## config.mk

```make
export PLATFORM = sky130hd
export DESIGN_NAME = async_fifo_wr_ctrl
export DESIGN_NICKNAME = d
export VERILOG_FILES = /design/src/rtl/async_fifo_wr_ctrl.sv
export SDC_FILE = /design/constraint.sdc
export NUM_CORES = 1
export LEC_CHECK = 0
export ABC_AREA = 1
export BUFFER_PORTS_ARGS = -buffer_cell sky130_fd_sc_hd__buf_2
export CORE_UTILIZATION = 45
export DETAILED_ROUTE_END_ITERATION = 6
export PLACE_DENSITY_LB_ADDON = 0.2
export RECOVER_POWER = 100
export SETUP_SLACK_MARGIN = 0.4
export SYNTH_ARGS = -nofsm -noshare
export SYNTH_HDL_FRONTEND = slang
export SYNTH_SLANG_ARGS = --single-unit
```

## constraint.sdc

```tcl
create_clock -name clk -period 5.9 [get_ports clk]
set_input_delay 0.59 -clock clk [delete_from_list [all_inputs] [get_ports clk]]
set_output_delay 0.59 -clock clk [all_outputs]
set_load 0.01 [all_outputs]
```

## src/rtl/async_fifo_wr_ctrl.sv

```systemverilog
// async_fifo_wr_ctrl: write-side pointer/flag controller for a dual-clock FIFO.
// Runs in the write clock domain. The read-side Gray pointer comes in through a
// 2-flop synchronizer. Full, almost-full and count are pessimistic.
// Optional build macro: ASYNC_FIFO_OVF_CHK_EN (sticky overflow flag).
module async_fifo_wr_ctrl #(
  parameter int unsigned ADDR_BIT  = 4,
  parameter int unsigned AFULL_LVL = 12
) (
  input  logic                clk,
  input  logic                rst_n,
  input  logic                i_wr_req,
  input  logic [ADDR_BIT:0]   i_rd_gptr,
  output logic                o_wr_en,
  output logic [ADDR_BIT-1:0] o_wr_addr,
  output logic [ADDR_BIT:0]   o_wr_gptr,
  output logic                o_full,
  output logic                o_afull,
  output logic [ADDR_BIT:0]   o_wr_cnt,
  output logic                o_ovf_err
);

  localparam int unsigned   PW        = ADDR_BIT + 1;
  localparam logic [PW-1:0] AFULL_V   = PW'(AFULL_LVL);
  // Full when the write Gray pointer equals the read Gray pointer with its top two bits inverted.
  localparam logic [PW-1:0] FULL_MASK = PW'(3) << (PW - 2);

  logic [PW-1:0] rgptr_s1_q;
  logic [PW-1:0] rgptr_s2_q;
  logic [PW-1:0] rbin_s;

  logic [PW-1:0] wbin_q,  wbin_d;
  logic [PW-1:0] wgray_q, wgray_d;
  logic          full_q,  full_d;
  logic          afull_q, afull_d;
  logic [PW-1:0] cnt_q,   cnt_d;
  logic          wr_en;

  // Two-stage synchronizer for the read-domain Gray pointer.
  always_ff @(posedge clk or negedge rst_n) begin
    if (!rst_n) begin
      rgptr_s1_q <= '0;
      rgptr_s2_q <= '0;
    end else begin
      rgptr_s1_q <= i_rd_gptr;
      rgptr_s2_q <= rgptr_s1_q;
    end
  end

  // Gray to binary: each binary bit is the XOR of all Gray bits at or above it.
  always_comb begin
    rbin_s = '0;
    for (int unsigned i = 0; i < PW; i++) begin
      rbin_s[i] = ^(rgptr_s2_q >> i);
    end
  end

  // Accept logic, next pointers and next flags.
  always_comb begin
    wr_en   = i_wr_req & ~full_q;
    wbin_d  = wbin_q + PW'(wr_en);
    wgray_d = wbin_d ^ (wbin_d >> 1);
    cnt_d   = wbin_d - rbin_s;
    full_d  = (wgray_d == (rgptr_s2_q ^ FULL_MASK));
    afull_d = (cnt_d >= AFULL_V);
  end

  // Pointer and flag registers.
  always_ff @(posedge clk or negedge rst_n) begin
    if (!rst_n) begin
      wbin_q  <= '0;
      wgray_q <= '0;
      full_q  <= 1'b0;
      afull_q <= 1'b0;
      cnt_q   <= '0;
    end else begin
      wbin_q  <= wbin_d;
      wgray_q <= wgray_d;
      full_q  <= full_d;
      afull_q <= afull_d;
      cnt_q   <= cnt_d;
    end
  end

`ifdef ASYNC_FIFO_OVF_CHK_EN
  logic ovf_q, ovf_d;

  // Sticky overflow: any push attempted while full.
  always_comb begin
    ovf_d = ovf_q | (i_wr_req & full_q);
  end

  // Overflow flag register, cleared only by reset.
  always_ff @(posedge clk or negedge rst_n) begin
    if (!rst_n) begin
      ovf_q <= 1'b0;
    end else begin
      ovf_q <= ovf_d;
    end
  end

  assign o_ovf_err = ovf_q;
`else
  assign o_ovf_err = 1'b0;
`endif

  assign o_wr_en   = wr_en;
  assign o_wr_addr = wbin_q[ADDR_BIT-1:0];
  assign o_wr_gptr = wgray_q;
  assign o_full    = full_q;
  assign o_afull   = afull_q;
  assign o_wr_cnt  = cnt_q;

endmodule

```

# After elaboration in Yosys (flattened, before gate mapping)

Cells that the tools add are included.

Register bits after elaboration: 27
Latch bits: 0
Memory bits (writable): 0
Bits in read-only memories: 0
Bits of input ports: 8
Memories kept: 0

Add/sub/neg operators: 2
Multipliers: 0
Divide/modulo/power cells: 0
Magnitude comparators: 1
Equality and inequality tests: 1
Shift operators: 0
Mux-type cells: 0
Bitwise logic cells: 4
Reductions and logical operators: 5

Operators by type and width:

| cell                                                               | number |
|---|---|
| XOR reduction 5 bit                                                | 5 |
| adder 5 x 1 -> 5 bit                                               | 1 |
| equality test 5 bit                                                | 1 |
| greater-or-equal comparator 5 x 4 -> 1 bit (second input constant) | 1 |
| subtractor 5 bit                                                   | 1 |
| bitwise XOR 5 x 4 -> 5 bit                                         | 1 |
| inverter 2 bit                                                     | 1 |
| bitwise AND 1 bit                                                  | 1 |
| inverter 1 bit                                                     | 1 |

# Depth between registers and ports, before layout

Gate-level depths: netlist of the first run.

Depth after elaboration: 5
Gate-level depth with buffers: 16
Mapped depth without buffers: 16

# Least setup slack after synthesis of the first run

No wires, ideal clock.

Kind: input -> register
From: in i_wr_req
To: reg cnt_q[3], in the netlist o_wr_cnt[3]
Library setup time: 0.119 ns
Arrival time: 2.244 ns
Required time: 5.781 ns
Slack: 3.537 ns
Stages on the path: 14
Cells stage by stage: inv_1 > nor2_1 > ha_1 > ha_1 > nand2_1 > nand2_1 > inv_2 > ha_1 > inv_1 > nor2_1 > nand3_1 > nand2_1 > nand2_1 > and2_1

Longest elaborated chain between the ends: 3

RTL lines:

| item                   | RTL line | source |
|---|---|---|
| start: declaration     | 11       | `input logic i_wr_req,` |
| bitwise AND 1 bit      | 59       | `wr_en = i_wr_req & ~full_q;` |
| net o_wr_en            | 13       | `output logic o_wr_en,` |
| adder 5 x 1 -> 5 bit   | 60       | `wbin_d = wbin_q + PW'(wr_en);` |
| net wbin_d[2]          | 31       | `logic [PW-1:0] wbin_q, wbin_d;` |
| subtractor 5 bit       | 62       | `cnt_d = wbin_d - rbin_s;` |
| net cnt_d[3]           | 35       | `logic [PW-1:0] cnt_q, cnt_d;` |
| end signal: assignment | 80       | `cnt_q <= cnt_d;` |
| end: declaration       | 35       |  |

The timed path passes the listed nets, and every way through them passes these cells.

# Worst setup path after layout of the first run

From: reg full_q, in the netlist o_full
To: reg cnt_q[3], in the netlist o_wr_cnt[3]

Longest elaborated chain between the ends: 4

RTL lines:

| item                     | RTL line | source |
|---|---|---|
| start: declaration       | 33       | `logic full_q, full_d;` |
| start signal: assignment | 78       | `full_q <= full_d;` |
| inverter 1 bit           | 59       |  |
| bitwise AND 1 bit        | 59       |  |
| adder 5 x 1 -> 5 bit     | 60       |  |
| net wbin_d[2]            | 31       |  |
| subtractor 5 bit         | 62       |  |
| net cnt_d[3]             | 35       |  |

The timed path passes the listed nets, and every way through them passes these cells.

==> run summary, run 1 <==
Worst Path Class, Setup -> register to register
DRC violation count after routing -> 0
Element type at the critical path start -> register
Number of iterations in the first detailed-routing pass -> 4
Total number of yosys warnings -> 0
Setup ws final -> 3720 ps
Max-cap violations -> 0
Syn nets -> 139
Mapped Cells -> 125
Via/cell ratio -> 4.65
Post-layout min period -> 2180 ps
TritonCTS Sinks -> 26
Sequential element share of the synthesized area -> 55.3%
Fin. Hold Viols -> 0
Number of distinct library cells after synthesis -> 19
Routed Antenna Nets -> 0
IR Drop Worst-Case VDD -> 0.329 mV
Clock Pin Slew Worst Setup and Hold Paths -> 120 ps
Width of the chip -> 53.2 µm
Power per standard cell area -> 550 nW/µm²
Number of buffers added by the clock tree synthesis step -> 3
Total wire length -> 1710 µm
Reg2reg setup slack -> 3720 ps
Total standard cell area after synthesis -> 1180 µm²
Avg Cell Area, Syn -> 9.42 µm²
Starting density of the core -> 47.5%
Highest metal layer with signal wires -> met4
Total global-route track usage -> 15.2%
Area enclosed by the die boundary -> 2820 µm²
Setup fix buffers added after clock tree synthesis -> 0
Hold bufs inserted after CTS -> 0
Setup repair after global routing missed its margin -> no
Final HPWL from detailed placement -> 1290 µm
Share of the cycle needed by the critical path after routing -> 37.0%
Total Negative Setup Slacks -> 0 ps
Number of buffers inserted by port buffering -> 24
Routed length on met1 -> 770 µm
H-tree lvl count -> 1
Type of the worst min-delay path -> register to register
Global-route wire length before repair -> 3070 µm
Clock skew -> 1.13 ps
Height of the chip -> 53.2 µm
Max Clk Rate -> 0.458 GHz
Final Max Slew Viols -> 0
Leakage dissipation -> 0.000709 µW
Count of antenna diodes in the layout -> 0
Layout overhead on the synthesized area -> 11.5%
Share of final-layout standard cells stronger than drive strength 1 -> 5.96%
Placeable Area -> 2480 µm²
Routability cong. -> 0.831
Length of routed met2 wiring -> 857 µm
Count of final setup violators -> 0
Wire length on met3 -> 70 µm
Signal arrival time at the worst endpoint -> 2390 ps
Via count -> 841
Type of element capturing the critical path -> register
Pin count of the biggest net entering global routing -> 27
Antenna violations before repair -> 0
TritonCTS clock tree -> done
Count of nets after finishing -> 167
Critical path fanouts, max -> 4
Worst slack after detailed placement -> 3420 ps
Req. time, crit path -> 6110 ps
Seq cells post-synth -> 26
Status -> finished clean
Drt wl/cell -> 9.46 µm
Clk buf depth -> 2
Number of DRC violations after detailed-routing iteration 0 -> 5
Root buffer cell -> sky130_fd_sc_hd__clkbuf_4
Remaining Overflow, GRT -> 0
Normalized max-slew margin -> 12.2%
Post_cts resized -> 0
Source-to-sink clock delay at the later pin of the worst-skew pair -> 300 ps
FP Rows -> 18
Transition time at the pin with the least slew margin -> 1320 ps
Number of global-route vias before repair -> 795
Number of ports placed on the die boundary -> 26
routing by layer:
layer  vias to the layer above  GRT usage (%)
li1                        433              -
met5                         -              0
met4                         0           6.58
met2                        19           27.2
met3                         2           2.59
met1                       387           17.5
placed cells by master, fill, tap and decap left out:
cell / instances
sky130_fd_sc_hd__xnor2_1: 3
sky130_fd_sc_hd__dfrtp_1: 26
sky130_fd_sc_hd__nand3b_1: 1
sky130_fd_sc_hd__buf_2: 6
sky130_fd_sc_hd__nand4_1: 1
sky130_fd_sc_hd__inv_1: 20
sky130_fd_sc_hd__nand2_1: 41
sky130_fd_sc_hd__clkbuf_4: 3
sky130_fd_sc_hd__conb_1: 1
sky130_fd_sc_hd__and2_0: 1
sky130_fd_sc_hd__nor2_1: 3
sky130_fd_sc_hd__a21oi_1: 1
sky130_fd_sc_hd__nor3_1: 1
sky130_fd_sc_hd__ha_1: 6
sky130_fd_sc_hd__clkbuf_1: 18
sky130_fd_sc_hd__nand3_1: 10
sky130_fd_sc_hd__xor2_1: 9
layout make-up:
cell class / instances / area (µm²)
fill: 226 / 1160
tap: 30 / 37.5
timing repair buffer: 24 / 97.6
clock buffer: 3 / 22.5
multi-input combinational: 78 / 429
sequential: 26 / 651
inverter: 20 / 75.1
cells in the mapped netlist:
master / number / area share (%)
sky130_fd_sc_hd__nor3_1: 1 / 0.42
sky130_fd_sc_hd__nand4_1: 1 / 0.53
sky130_fd_sc_hd__a21oi_1: 1 / 0.42
sky130_fd_sc_hd__nand3_2: 1 / 0.85
sky130_fd_sc_hd__nand2_2: 1 / 0.53
sky130_fd_sc_hd__nor2_1: 3 / 0.96
sky130_fd_sc_hd__nand3b_1: 1 / 0.64
sky130_fd_sc_hd__xor2_1: 9 / 6.7
sky130_fd_sc_hd__inv_2: 1 / 0.32
sky130_fd_sc_hd__ha_1: 6 / 6.4
sky130_fd_sc_hd__xnor2_2: 1 / 1.4
sky130_fd_sc_hd__buf_4: 1 / 0.64
sky130_fd_sc_hd__xnor2_1: 2 / 1.5
sky130_fd_sc_hd__nand3_1: 9 / 3.8
sky130_fd_sc_hd__and2_1: 1 / 0.53
sky130_fd_sc_hd__dfrtp_1: 26 / 55
sky130_fd_sc_hd__inv_1: 19 / 6.1
sky130_fd_sc_hd__nand2_1: 40 / 13
sky130_fd_sc_hd__conb_1: 1 / 0.32
critical path, stage by stage, from the launching register on:
cell	delay, ps
sky130_fd_sc_hd__dfrtp_1	390
sky130_fd_sc_hd__nor2_1	140
sky130_fd_sc_hd__ha_1	190
sky130_fd_sc_hd__ha_1	210
sky130_fd_sc_hd__nand2_1	60
sky130_fd_sc_hd__nand2_1	120
sky130_fd_sc_hd__inv_1	110
sky130_fd_sc_hd__ha_1	350
sky130_fd_sc_hd__inv_1	70
sky130_fd_sc_hd__nor2_1	90
sky130_fd_sc_hd__nand3_1	100
sky130_fd_sc_hd__nand2_1	80
sky130_fd_sc_hd__nand2_1	60
sky130_fd_sc_hd__and2_0	130
logic make-up (layout without fill, tap and decap cells):
kind of cell | Yosys count | after routing | synth area share [%]
and+or+nand+nor | 58 | 58 | 21.0
DFF | 26 | 26 | 55.3
AOI/OAI and AO/OA | 1 | 1 | 0.425
buffers and inverters | 21 | 47 | 7.01
xor gates and xnor gates | 12 | 12 | 9.57
other | 1 | 1 | 0.319
adders and majority gates | 6 | 6 | 6.38
metrics by stage:
step	hold slack, ps	total power [µW]	std cells	utilization (%)	instance area, µm²
final	362	722	181	53.0	1310
after floorplan	294	571	125	-	1180
after global routing	352	810	181	53.0	1310
after CTS	257	758	181	54.5	1350
after global placement	332	675	178	53.6	1330
after detailed placement	335	682	178	53.6	1330
sequential cells by signal, indices dropped and copies added (netlist names):
| name | cells |
|---|---|
| rgptr_s2_q | 5 |
| wbin_q | 5 |
| o_wr_cnt | 5 |
| o_afull | 1 |
| rgptr_s1_q | 5 |
| o_full | 1 |
| o_wr_gptr | 4 |
power breakdown:
group | internal (µW) | switching [µW] | leakage [µW]
sequential | 241 | 28.0 | 0.000305
combinational | 142 | 241 | 0.000390
clock | 23.8 | 45.6 | 0.0000138
worst paths after layout:
kind	from	end	cells after the start
min in group asynchronous	rst_n	o_wr_cnt[4]	1
worst max register to register	o_full	o_wr_cnt[3]	13
worst min-delay path	rgptr_s1_q[4]	rgptr_s2_q[4]	0
max in group asynchronous	rst_n	rgptr_s1_q[2]	1
worst max-delay path	o_full	o_wr_cnt[3]	13
worst min register to register	rgptr_s1_q[4]	rgptr_s2_q[4]	0
Power figures use the tool's default switching activity.
==> inputs of run 2 (changes only) <==
ABC_AREA = 0   (was 1)
clock period = 1.9 ns   (was 5.9 ns; I/O delays follow)
==> run 2 against run 1 <==
  * Sequential share of layout area fell by 14 points
  * Synthesized cell count fell by 37%
  * Highest routed layer unchanged
  * Critical path type unchanged
  * Clock power rose to 4.0 times the previous value
  * The run now ends with negative setup slack left
==> run summary, run 2 <==
Status -> complete, but fails checks
Failing checks -> negative setup slack
TritonCTS clock tree -> done
Normalized max-slew margin -> 8.76%
Total global-route track usage -> 21.3%
Number of DRC violations after detailed-routing iteration 0 -> 4
Height of the chip -> 51.2 µm
Basic-gate share of the synthesized area counting and, or, nand and nor cells -> 6.54%
Pin count of the biggest net entering global routing -> 27
Number of iterations in the first detailed-routing pass -> 4
Total non-filler cell area in the finished layout -> 1840 µm²
Leakage dissipation -> 0.000814 µW
Count of final setup violators -> 5
Share of final-layout standard cells stronger than drive strength 1 -> 51.1%
Total Negative Setup Slacks -> -792 ps
Primary flip-flop cell chosen by synthesis mapping -> sky130_fd_sc_hd__dfrtp_1
Signal arrival time at the worst endpoint -> 2470 ps
Area enclosed by the die boundary -> 2620 µm²
Avg Cell Area, Syn -> 13.8 µm²
Fill cells -> 136
Max stage delay cell, worst path -> sky130_fd_sc_hd__dfrtp_1
Fin. Hold Viols -> 0
Post-Synth Adder-Cell Area -> 7.81%
FP Rows -> 17
H-tree lvl count -> 1
Worst Path Buf+Inv -> 3
Fraction of post-synthesis cell area in the top cell type by area -> 59.7%
Final core area utilization -> 81.7%
Kind of cell adding the most delay to the critical path -> XOR/XNOR gates
Sequential element share of the synthesized area -> 59.7%
Cell Area, Placed -> 1430 µm²
Critical path fanouts, max -> 2
Worst Reg-to-Reg Cells -> 11
Startpoint of the most critical register-to-register path -> rgptr_s2_q[3]
IR Drop Worst-Case VDD -> 1.60 mV
Number of ports placed on the die boundary -> 26
Total number of yosys warnings -> 0
Clock skew -> 2.80 ps
Number of global-route vias before repair -> 845
Total standard cell area after synthesis -> 1090 µm²
Post-Synth XOR/XNOR Area -> 19.1%
Worst hold path depth -> 0
Placeable Area -> 2250 µm²
Routability cong. -> 0.730
Flip-flop and latch area -> 651 µm²
Synthesized-area fraction occupied by ao, oa, aoi and oai cells -> 3.44%
Final worst hold slack -> 363 ps
Starting density of the core -> 48.3%
Root buffer cell -> sky130_fd_sc_hd__clkbuf_4
Most common library cells after synthesis -> 26 x sky130_fd_sc_hd__dfrtp_1, 10 x sky130_fd_sc_hd__xnor2_1, 10 x sky130_fd_sc_hd__xor2_1
Type of the worst min-delay path -> register to register
Type of element capturing the critical path -> register
Source-to-sink clock delay at the later pin of the worst-skew pair -> 330 ps
Most common cell after layout, fill and taps aside -> sky130_fd_sc_hd__dfrtp_1
Worst Path Class, Setup -> register to register
Clock Pin Slew Worst Setup and Hold Paths -> 130 ps
Req. time, crit path -> 2170 ps
Count of nets after finishing -> 156
Global-route wire length before repair -> 3770 µm
Routed Antenna Nets -> 0
Final Max Slew Viols -> 0
Via/cell ratio -> 4.81
Width of the chip -> 51.2 µm
Leading area contributor after synthesis -> sky130_fd_sc_hd__dfrtp_1
Number of enable flip-flop cells after synthesis -> 0
Share of the cycle needed by the critical path after routing -> 116%
Element type at the critical path start -> register
Layout overhead on the synthesized area -> 69.0%
Reg2reg setup slack -> -300 ps
Cell seen most often among critical-path stages -> sky130_fd_sc_hd__xnor2_2
Final HPWL from detailed placement -> 1440 µm
Mux cell area share after synthesis -> 0%
Beginning of the worst hold path -> rgptr_s1_q[0]
Remaining Overflow, GRT -> 0
Setup ws final -> -296 ps
Max Clk Rate -> 0.455 GHz
Total wire length -> 2730 µm
Commonest non-fill, non-tap cells in the layout -> 26 x sky130_fd_sc_hd__dfrtp_1, 19 x sky130_fd_sc_hd__buf_4, 18 x sky130_fd_sc_hd__clkbuf_1
Number of distinct library cells after synthesis -> 23
Setup repair after global routing missed its margin -> yes
Via count -> 813
TritonCTS Sinks -> 26
Worst slack after detailed placement -> -213 ps
DRC violation count after routing -> 0
Count of antenna diodes in the layout -> 0
Mapped Cells -> 79
Number of buffers added by the clock tree synthesis step -> 3
Footprint of the multi-input gates -> 687 µm²
Power per standard cell area -> 2160 nW/µm²
Biggest cell delay along the critical path -> 440 ps
Post-layout min period -> 2200 ps
Top cells by area in the synthesized netlist -> sky130_fd_sc_hd__dfrtp_1 60%, sky130_fd_sc_hd__xnor2_1 8.0%, sky130_fd_sc_hd__xor2_1 8.0%
Syn nets -> 93
WHS Endpoint -> rgptr_s2_q[0]
Transition time at the pin with the least slew margin -> 1370 ps
Number of buffers inserted by port buffering -> 24
Seq cells post-synth -> 26
Antenna violations before repair -> 0
Worst flop-to-flop path endpoint -> o_afull
Clk buf depth -> 2
Fraction of synthesis flops using an asynchronous set or reset pin -> 100%
Drt wl/cell -> 16.1 µm
Most common cell in the netlist -> sky130_fd_sc_hd__dfrtp_1
Ordered cell list for the critical path -> xnor2_2, xnor2_2, xnor2_1, ha_2, inv_2, buf_4, buf_6, maj3_2, o22ai_2, nand3b_1, nand4b_1
Combinational family with the most area after synthesis -> XOR/XNOR gates
Max-cap violations -> 0
[run 2: cell types whose count changed in the layout (fill, tap and decap cells not counted), sizes merged, moves of 2 or more]
| cell | change |
|---|---|
| dlygate4sd3 | +6 |
| a21oi | +2 |
| inv | -16 |
| nor2 | -3 |
| xnor2 | +9 |
| nand2 | -40 |
| nand3 | -8 |
| buf | +30 |
[run 2: cell families after synthesis]
| logic type | Yosys count |
|---|---|
| fa+ha+maj | 7 |
| other cells | 1 |
| xor+xnor | 22 |
| simple gates | 11 |
| flops | 26 |
| buf+inv | 6 |
| compound gates | 6 |
[run 2: layer usage]
| metal | share of wire (%) | GRT usage [%] |
|---|---|---|
| met1 | 37 | 19.1 |
| met2 | 57 | 39.9 |
| met3 | 2.7 | 5.36 |
| met4 | 3.3 | 16.2 |
| met5 | 0 | 0 |
[run 2: repair_timing]
action                                  in CTS  in global routing
pin swaps                                   13                 17
setup buffers                                4                  7
hold endpoints to repair                    31                  0
hold buffers                                 6                  0
gates resized for setup                     26                 15
endpoints found under the setup margin       9                 10
[run 2: worst max path at each step]
stage              end  cells after the start     startpoint  slack (ps)
2_1_floorplan  o_afull                      9         o_full        -340
3_3_place_gp   o_afull                      9  rgptr_s2_q[2]        -180
3_5_place_dp   o_afull                      9  rgptr_s2_q[2]        -210
4_1_cts        o_afull                      9  rgptr_s2_q[4]        -210
5_1_grt        o_afull                     11  rgptr_s2_q[3]        -430
6_report       o_afull                     11  rgptr_s2_q[3]        -300
[run 2: metrics by stage]
step | instances | total power (µW)
2_1_floorplan | 79 | 1950
3_3_place_gp | 148 | 2550
3_5_place_dp | 148 | 2610
4_1_cts | 162 | 3480
5_1_grt | 169 | 4220
6_report | 169 | 3980
[run 2: cell type report]
cell class	count	share of cell area [%]
multi-input combinational	47	37.3
sequential	26	35.3
timing repair buffer	60	22.7
clock buffer	4	1.97
tap	28	1.90
inverter	4	0.815
[run 2: power breakdown]
part	leakage, µW	switching (µW)	total, µW	internal (µW)
combinational	0.000487	1310	2810	1500
clock	0.0000210	163	281	118
sequential	0.000306	133	892	759
total	0.000814	1600	3980	2370
